## src/rtl/rx_packet_parser.sv

```systemverilog
// Receive-side packet parser: frames cmd, len, payload, sum from a UART byte
// stream, writes the payload to RAM and reports done/error per packet.
module rx_packet_parser #(
    parameter int unsigned CLOCK   = 10_000_000,
    parameter int unsigned BAUD    = 1_000_000,
    parameter int unsigned NUMBER  = 256,
    parameter int unsigned TIMEOUT = 200,
    localparam int unsigned AW     = $clog2(NUMBER)
) (
    input  logic          clk,
    input  logic          reset,
    input  logic          rx_valid,
    input  logic [7:0]    rx_data,
    input  logic          rx_error,
    output logic [7:0]    wr_data,
    output logic [AW-1:0] wr_addr,
    output logic          wr_en,
    output logic [7:0]    cmd_rx,
    output logic [AW-1:0] len_rx,
    output logic          pckt_done,
    output logic          pckt_error,
    output logic [1:0]    err_code,
    output logic          busy
);

    localparam int unsigned CNT_W   = $clog2(TIMEOUT + 1);
    localparam logic [8:0]  LEN_MAX = 9'(NUMBER - 1);

    localparam logic [1:0] ERR_SUM     = 2'd0;
    localparam logic [1:0] ERR_LEN     = 2'd1;
    localparam logic [1:0] ERR_TIMEOUT = 2'd2;
    localparam logic [1:0] ERR_BYTE    = 2'd3;

    // Elaboration-time guard on the legal parameter range
    if (NUMBER < 2 || NUMBER > 256 || TIMEOUT < 1 || BAUD == 0 || CLOCK < BAUD) begin : g_bad_params
        $error("rx_packet_parser: illegal parameter set");
    end

    typedef enum logic [1:0] {
        S_IDLE,
        S_LEN,
        S_DATA,
        S_SUM
    } state_t;

    state_t            state_q, state_d;
    logic [7:0]        cmd_q, cmd_d;
    logic [AW-1:0]     len_q, len_d;
    logic [AW-1:0]     idx_q, idx_d;
    logic [7:0]        acc_q, acc_d;
    logic [CNT_W-1:0]  cnt_q, cnt_d;
    logic              wr_en_q, wr_en_d;
    logic [AW-1:0]     wr_addr_q, wr_addr_d;
    logic [7:0]        wr_data_q, wr_data_d;
    logic [7:0]        cmd_rx_q, cmd_rx_d;
    logic [AW-1:0]     len_rx_q, len_rx_d;
    logic              done_q, done_d;
    logic              error_q, error_d;
    logic [1:0]        err_code_q, err_code_d;
    logic              busy_q, busy_d;

    always_comb begin
        state_d    = state_q;
        cmd_d      = cmd_q;
        len_d      = len_q;
        idx_d      = idx_q;
        acc_d      = acc_q;
        cnt_d      = cnt_q;
        wr_en_d    = 1'b0;
        wr_addr_d  = wr_addr_q;
        wr_data_d  = wr_data_q;
        cmd_rx_d   = cmd_rx_q;
        len_rx_d   = len_rx_q;
        done_d     = 1'b0;
        error_d    = 1'b0;
        err_code_d = err_code_q;

        if (state_q == S_IDLE) begin
            cnt_d = '0;
            if (rx_valid && !rx_error) begin
                cmd_d   = rx_data;
                acc_d   = rx_data;
                state_d = S_LEN;
            end
        end else if (rx_valid) begin
            cnt_d = '0;
            if (rx_error) begin
                error_d    = 1'b1;
                err_code_d = ERR_BYTE;
                state_d    = S_IDLE;
            end else begin
                unique case (state_q)
                    S_LEN: begin
                        if ({1'b0, rx_data} > LEN_MAX) begin
                            error_d    = 1'b1;
                            err_code_d = ERR_LEN;
                            state_d    = S_IDLE;
                        end else begin
                            len_d   = AW'(rx_data);
                            acc_d   = 8'(acc_q + rx_data);
                            idx_d   = '0;
                            state_d = (rx_data == 8'd0) ? S_SUM : S_DATA;
                        end
                    end
                    S_DATA: begin
                        wr_en_d   = 1'b1;
                        wr_addr_d = idx_q;
                        wr_data_d = rx_data;
                        acc_d     = 8'(acc_q + rx_data);
                        idx_d     = AW'(idx_q + AW'(1));
                        if (idx_q == AW'(len_q - AW'(1))) begin
                            state_d = S_SUM;
                        end
                    end
                    S_SUM: begin
                        state_d = S_IDLE;
                        if (8'(acc_q + rx_data) == 8'hFF) begin
                            done_d   = 1'b1;
                            cmd_rx_d = cmd_q;
                            len_rx_d = len_q;
                        end else begin
                            error_d    = 1'b1;
                            err_code_d = ERR_SUM;
                        end
                    end
                    default: state_d = S_IDLE;
                endcase
            end
        end else if (cnt_q == CNT_W'(TIMEOUT - 1)) begin
            cnt_d      = '0;
            error_d    = 1'b1;
            err_code_d = ERR_TIMEOUT;
            state_d    = S_IDLE;
        end else begin
            cnt_d = CNT_W'(cnt_q + CNT_W'(1));
        end

        busy_d = (state_d != S_IDLE);
    end

    always_ff @(posedge clk or negedge reset) begin
        if (!reset) begin
            state_q    <= S_IDLE;
            cmd_q      <= '0;
            len_q      <= '0;
            idx_q      <= '0;
            acc_q      <= '0;
            cnt_q      <= '0;
            wr_en_q    <= 1'b0;
            wr_addr_q  <= '0;
            wr_data_q  <= '0;
            cmd_rx_q   <= '0;
            len_rx_q   <= '0;
            done_q     <= 1'b0;
            error_q    <= 1'b0;
            err_code_q <= '0;
            busy_q     <= 1'b0;
        end else begin
            state_q    <= state_d;
            cmd_q      <= cmd_d;
            len_q      <= len_d;
            idx_q      <= idx_d;
            acc_q      <= acc_d;
            cnt_q      <= cnt_d;
            wr_en_q    <= wr_en_d;
            wr_addr_q  <= wr_addr_d;
            wr_data_q  <= wr_data_d;
            cmd_rx_q   <= cmd_rx_d;
            len_rx_q   <= len_rx_d;
            done_q     <= done_d;
            error_q    <= error_d;
            err_code_q <= err_code_d;
            busy_q     <= busy_d;
        end
    end

    assign wr_en      = wr_en_q;
    assign wr_addr    = wr_addr_q;
    assign wr_data    = wr_data_q;
    assign cmd_rx     = cmd_rx_q;
    assign len_rx     = len_rx_q;
    assign pckt_done  = done_q;
    assign pckt_error = error_q;
    assign err_code   = err_code_q;
    assign busy       = busy_q;

endmodule

```

## config.mk

```make
export PLATFORM = sky130hd
export DESIGN_NAME = rx_packet_parser
export DESIGN_NICKNAME = d
export VERILOG_FILES = /design/src/rtl/rx_packet_parser.sv
export SDC_FILE = /design/constraint.sdc
export NUM_CORES = 1
export LEC_CHECK = 0
export BUFFER_PORTS_ARGS = -buffer_cell sky130_fd_sc_hd__clkbuf_2
export CORE_MARGIN = 1.5
export CORE_UTILIZATION = 40
export CTS_CLUSTER_SIZE = 40
export DETAILED_ROUTE_END_ITERATION = 16
export HOLD_SLACK_MARGIN = 0.05
export PLACE_DENSITY = 0.63
export SKIP_LAST_GASP = 1
export SYNTH_ARGS = -nofsm -noshare
export SYNTH_HDL_FRONTEND = slang
export SYNTH_SLANG_ARGS = --single-unit
```

## constraint.sdc

```tcl
create_clock -name clk -period 5.2 [get_ports clk]
set_clock_uncertainty 0.1 [all_clocks]
set_input_delay 0.26 -clock clk [delete_from_list [all_inputs] [get_ports clk]]
set_output_delay 0.26 -clock clk [all_outputs]
set_load 0.01 [all_outputs]
```

==> out/qor.txt <==
status: finished, final reports clean
CP Cell Sequence: ha_1 -> fa_1 -> a21o_1 -> a311o_1 -> a21oi_1 -> xnor2_1 -> nand4_4 -> mux2_4
Worst slew margin: 0.339
Slowest-stage cell, CP: fa_1
peak supply drop: 220 uV
FF/Latch Area: 2000 sq um
setup TNS: 0 ps
Crit Path Max Fanout: 17
post-route ant nets: 0
final std cells w/o fill: 515
placed insts: 497
CTS H-Tree Depth: 3
Synth Flop Type: dfrtp_1
Max Slew Vio Count: 0
initial antenna violation count: 0
WP buf/inv: 0
Ant. Diodes: 0
GRT overflow: 0
fin nets: 408
floorplan core area: 9330 sq um
I/O pins: 50
Post-Syn Area: 3880 sq um
Fmax achieved: 327 MHz
Clock Path Buffers: 2
WP depth: 8
port bufs: 49
EDFF count, synth: 0
die area: 10300 sq um
count of final hold-check violations: 0
layout cells sized above 1: 0.313
WP data arrival: 3190 ps
Post-route DRC: 0
clock root cell: clkbuf_8
Required @ worst endpoint: 5330 ps
final WL: 7750 microns
Initial DRT Pass Iterations: 4
HPWL after DPL: 5510 microns
Least-Margin Pin Slew: 991 ps
Tot GR Track Use: 0.170
DRT iter0 DRCs: 108
Worst setup EP type: register
power per cell area: 497 nW/um^2
commonest non-fill, non-tap cell in the layout: dfrtp_1
Register-to-Register Path Depth: 8
largest net degree at the start of global routing: 81
max incr delay on CP: 420 ps
Die W: 102 microns
minimum clock period: 3060 ps
TritonCTS Sinks: 80
Synthesized Nets: 353
final setup vio count: 0
Setup CP Type: reg2reg
clock transition at the registers of the reported paths: 80 ps
num rows: 35
Area growth syn-to-layout: 16.4%
Startpoint Class: register
Clk Latency, worst-skew pair: 360 ps
unrepaired setup endpoints after global routing: false
vias in the first global route: 2634
asr flop ratio synth: 1.00
Seq cells post-synth: 80
Mapped Cells: 326
Seq/Total Area, Yosys: 0.516
Syn Area/Cell: 11.9 sq um
DR vias: 2635
area taken by multi-input logic gates: 1810 sq um
Hold/Removal Path Class: in2reg
Max-Cap Viols: 0
count of yosys warnings during synthesis: 0
cell leakage power: 2.17 nW
hold-critical path depth: 3
final period utilization: 0.588
DR WL/cell: 15.0 microns
vias per cell: 5.12
CP top delay family: compound AO/OA/AOI/OAI gates
Netlist cell types: 46
number of setup buffers added after CTS: 0
most frequent cells in the layout: dfrtp_1, clkbuf_2, mux2_2
Die H: 102 microns
CTS Buf Count: 9
Post-CTS Resized: 0
Fill cells: 884
CTS tree: yes
first-pass GRT wire length: 13400 microns
fin util: 0.485
GPL Wtd Cong: 0.775
initial cell density of the core: 0.416
==> flip-flops by register name (all words and copies together) (netlist names) <==
| register | cells |
|---|---|
| pckt_done | 1 |
| busy | 1 |
| err_code | 2 |
| wr_addr | 8 |
| cmd_rx | 8 |
| acc_q | 8 |
| cmd_q | 8 |
| pckt_error | 1 |
| len_rx | 8 |
| idx_q | 8 |
| wr_en | 1 |
| len_q | 8 |
| wr_data | 8 |
| state_q | 2 |
| cnt_q | 8 |
==> power by group <==
part	switching (W)	total [W]	internal, W
clock	0.000224	0.000545	0.000320
combinational	0.000433	0.000802	0.000368
sequential	0.000124	0.000900	0.000776
total	0.000781	0.00225	0.00147
==> repair_timing <==
| action | 4_1_cts | 5_1_grt |
|---|---|---|
| setup endpoints to repair | 0 | 0 |
| hold endpoints to repair | 81 | 0 |
| hold buffers | 2 | 0 |
==> path summary, 6_finish.rpt <==
| path | end | startpoint | slack [ps] |
|---|---|---|---|
| worst max-delay path | cmd_rx[0] | acc_q[0] | 2140 |
| worst min-delay path | len_q[0] | rx_data[0] | 130 |
| worst max register to register | cmd_rx[0] | acc_q[0] | 2140 |
| worst min register to register | cnt_q[0] | cnt_q[0] | 390 |
| max in group asynchronous | busy | reset | 3850 |
| min in group asynchronous | cmd_q[4] | reset | 520 |
==> cells by family (layout without fill, tap and decap cells) <==
kind of cell               Yosys count  after routing  synth area share
and+or+nand+nor                     83             83             0.113
AOI/OAI and AO/OA                   53             53            0.0848
adders and majority gates           15             15            0.0503
xor gates and xnor gates            25             25            0.0564
DFF                                 80             80             0.516
buffers and inverters               17             77            0.0187
muxes                               53             53             0.161
==> cell usage after synthesis, types with 2 or more instances <==
master    instances  area share
nor2_1           27       0.026
nor3b_2           2      0.0064
and2_1            3      0.0048
xor2_1           15       0.034
xnor2_1          10       0.023
o21ai_0          14       0.018
nand3_1          12       0.015
clkbuf_1          6      0.0058
nand2b_1          2      0.0032
mux2_4            9       0.035
ha_1             14       0.045
nor2b_1           2      0.0032
mux2_2           39        0.11
inv_1             8      0.0077
a21oi_1          17       0.022
and3_1            2      0.0032
or2_2             2      0.0032
dfrtp_1          80        0.52
nor4_1            2      0.0032
nor3_1            3      0.0039
o31ai_1           7       0.014
nand2_1          17       0.016
mux2i_1           5       0.013
nand4_1           2      0.0032
a21o_1            5      0.0097
==> routing by layer <==
| metal | share of wire | up-vias | global-route usage |
|---|---|---|---|
| li1 | - | 1270 | - |
| met5 | 0 | - | 0 |
| met3 | 0.042 | 7 | 0.0345 |
| met4 | 0.012 | 0 | 0.0641 |
| met1 | 0.49 | 1309 | 0.244 |
| met2 | 0.45 | 49 | 0.255 |
==> worst reg2reg max path: cells and delay by family (launching register included) <==
| kind | cells | cell delay (ps) |
|---|---|---|
| fa+ha+maj | 2 | 640 |
| mux | 1 | 420 |
| compound gates | 3 | 750 |
| xor+xnor | 1 | 230 |
| flops | 1 | 390 |
| simple gates | 1 | 420 |
==> layout make-up <==
type / count / share of cell area
multi-input combinational: 229 / 0.400
tap: 129 / 0.0357
clock buffer: 11 / 0.0291
inverter: 8 / 0.00664
timing repair buffer: 53 / 0.0626
sequential: 80 / 0.443
clock inverter: 5 / 0.0230
==> metrics by stage <==
| stage | total power, W | worst slack (ps) | area [sq um] | hold WS, ps |
|---|---|---|---|---|
| floorplan | 0.00151 | 2430 | 3880 | -136 |
| global placement | 0.00170 | 2150 | 4260 | 370 |
| detailed placement | 0.00172 | 2070 | 4260 | 382 |
| CTS | 0.00227 | 2130 | 4520 | 120 |
| global route | 0.00242 | 2000 | 4520 | 154 |
| finish | 0.00225 | 2140 | 4520 | 130 |
Power figures use the tool's default switching activity.
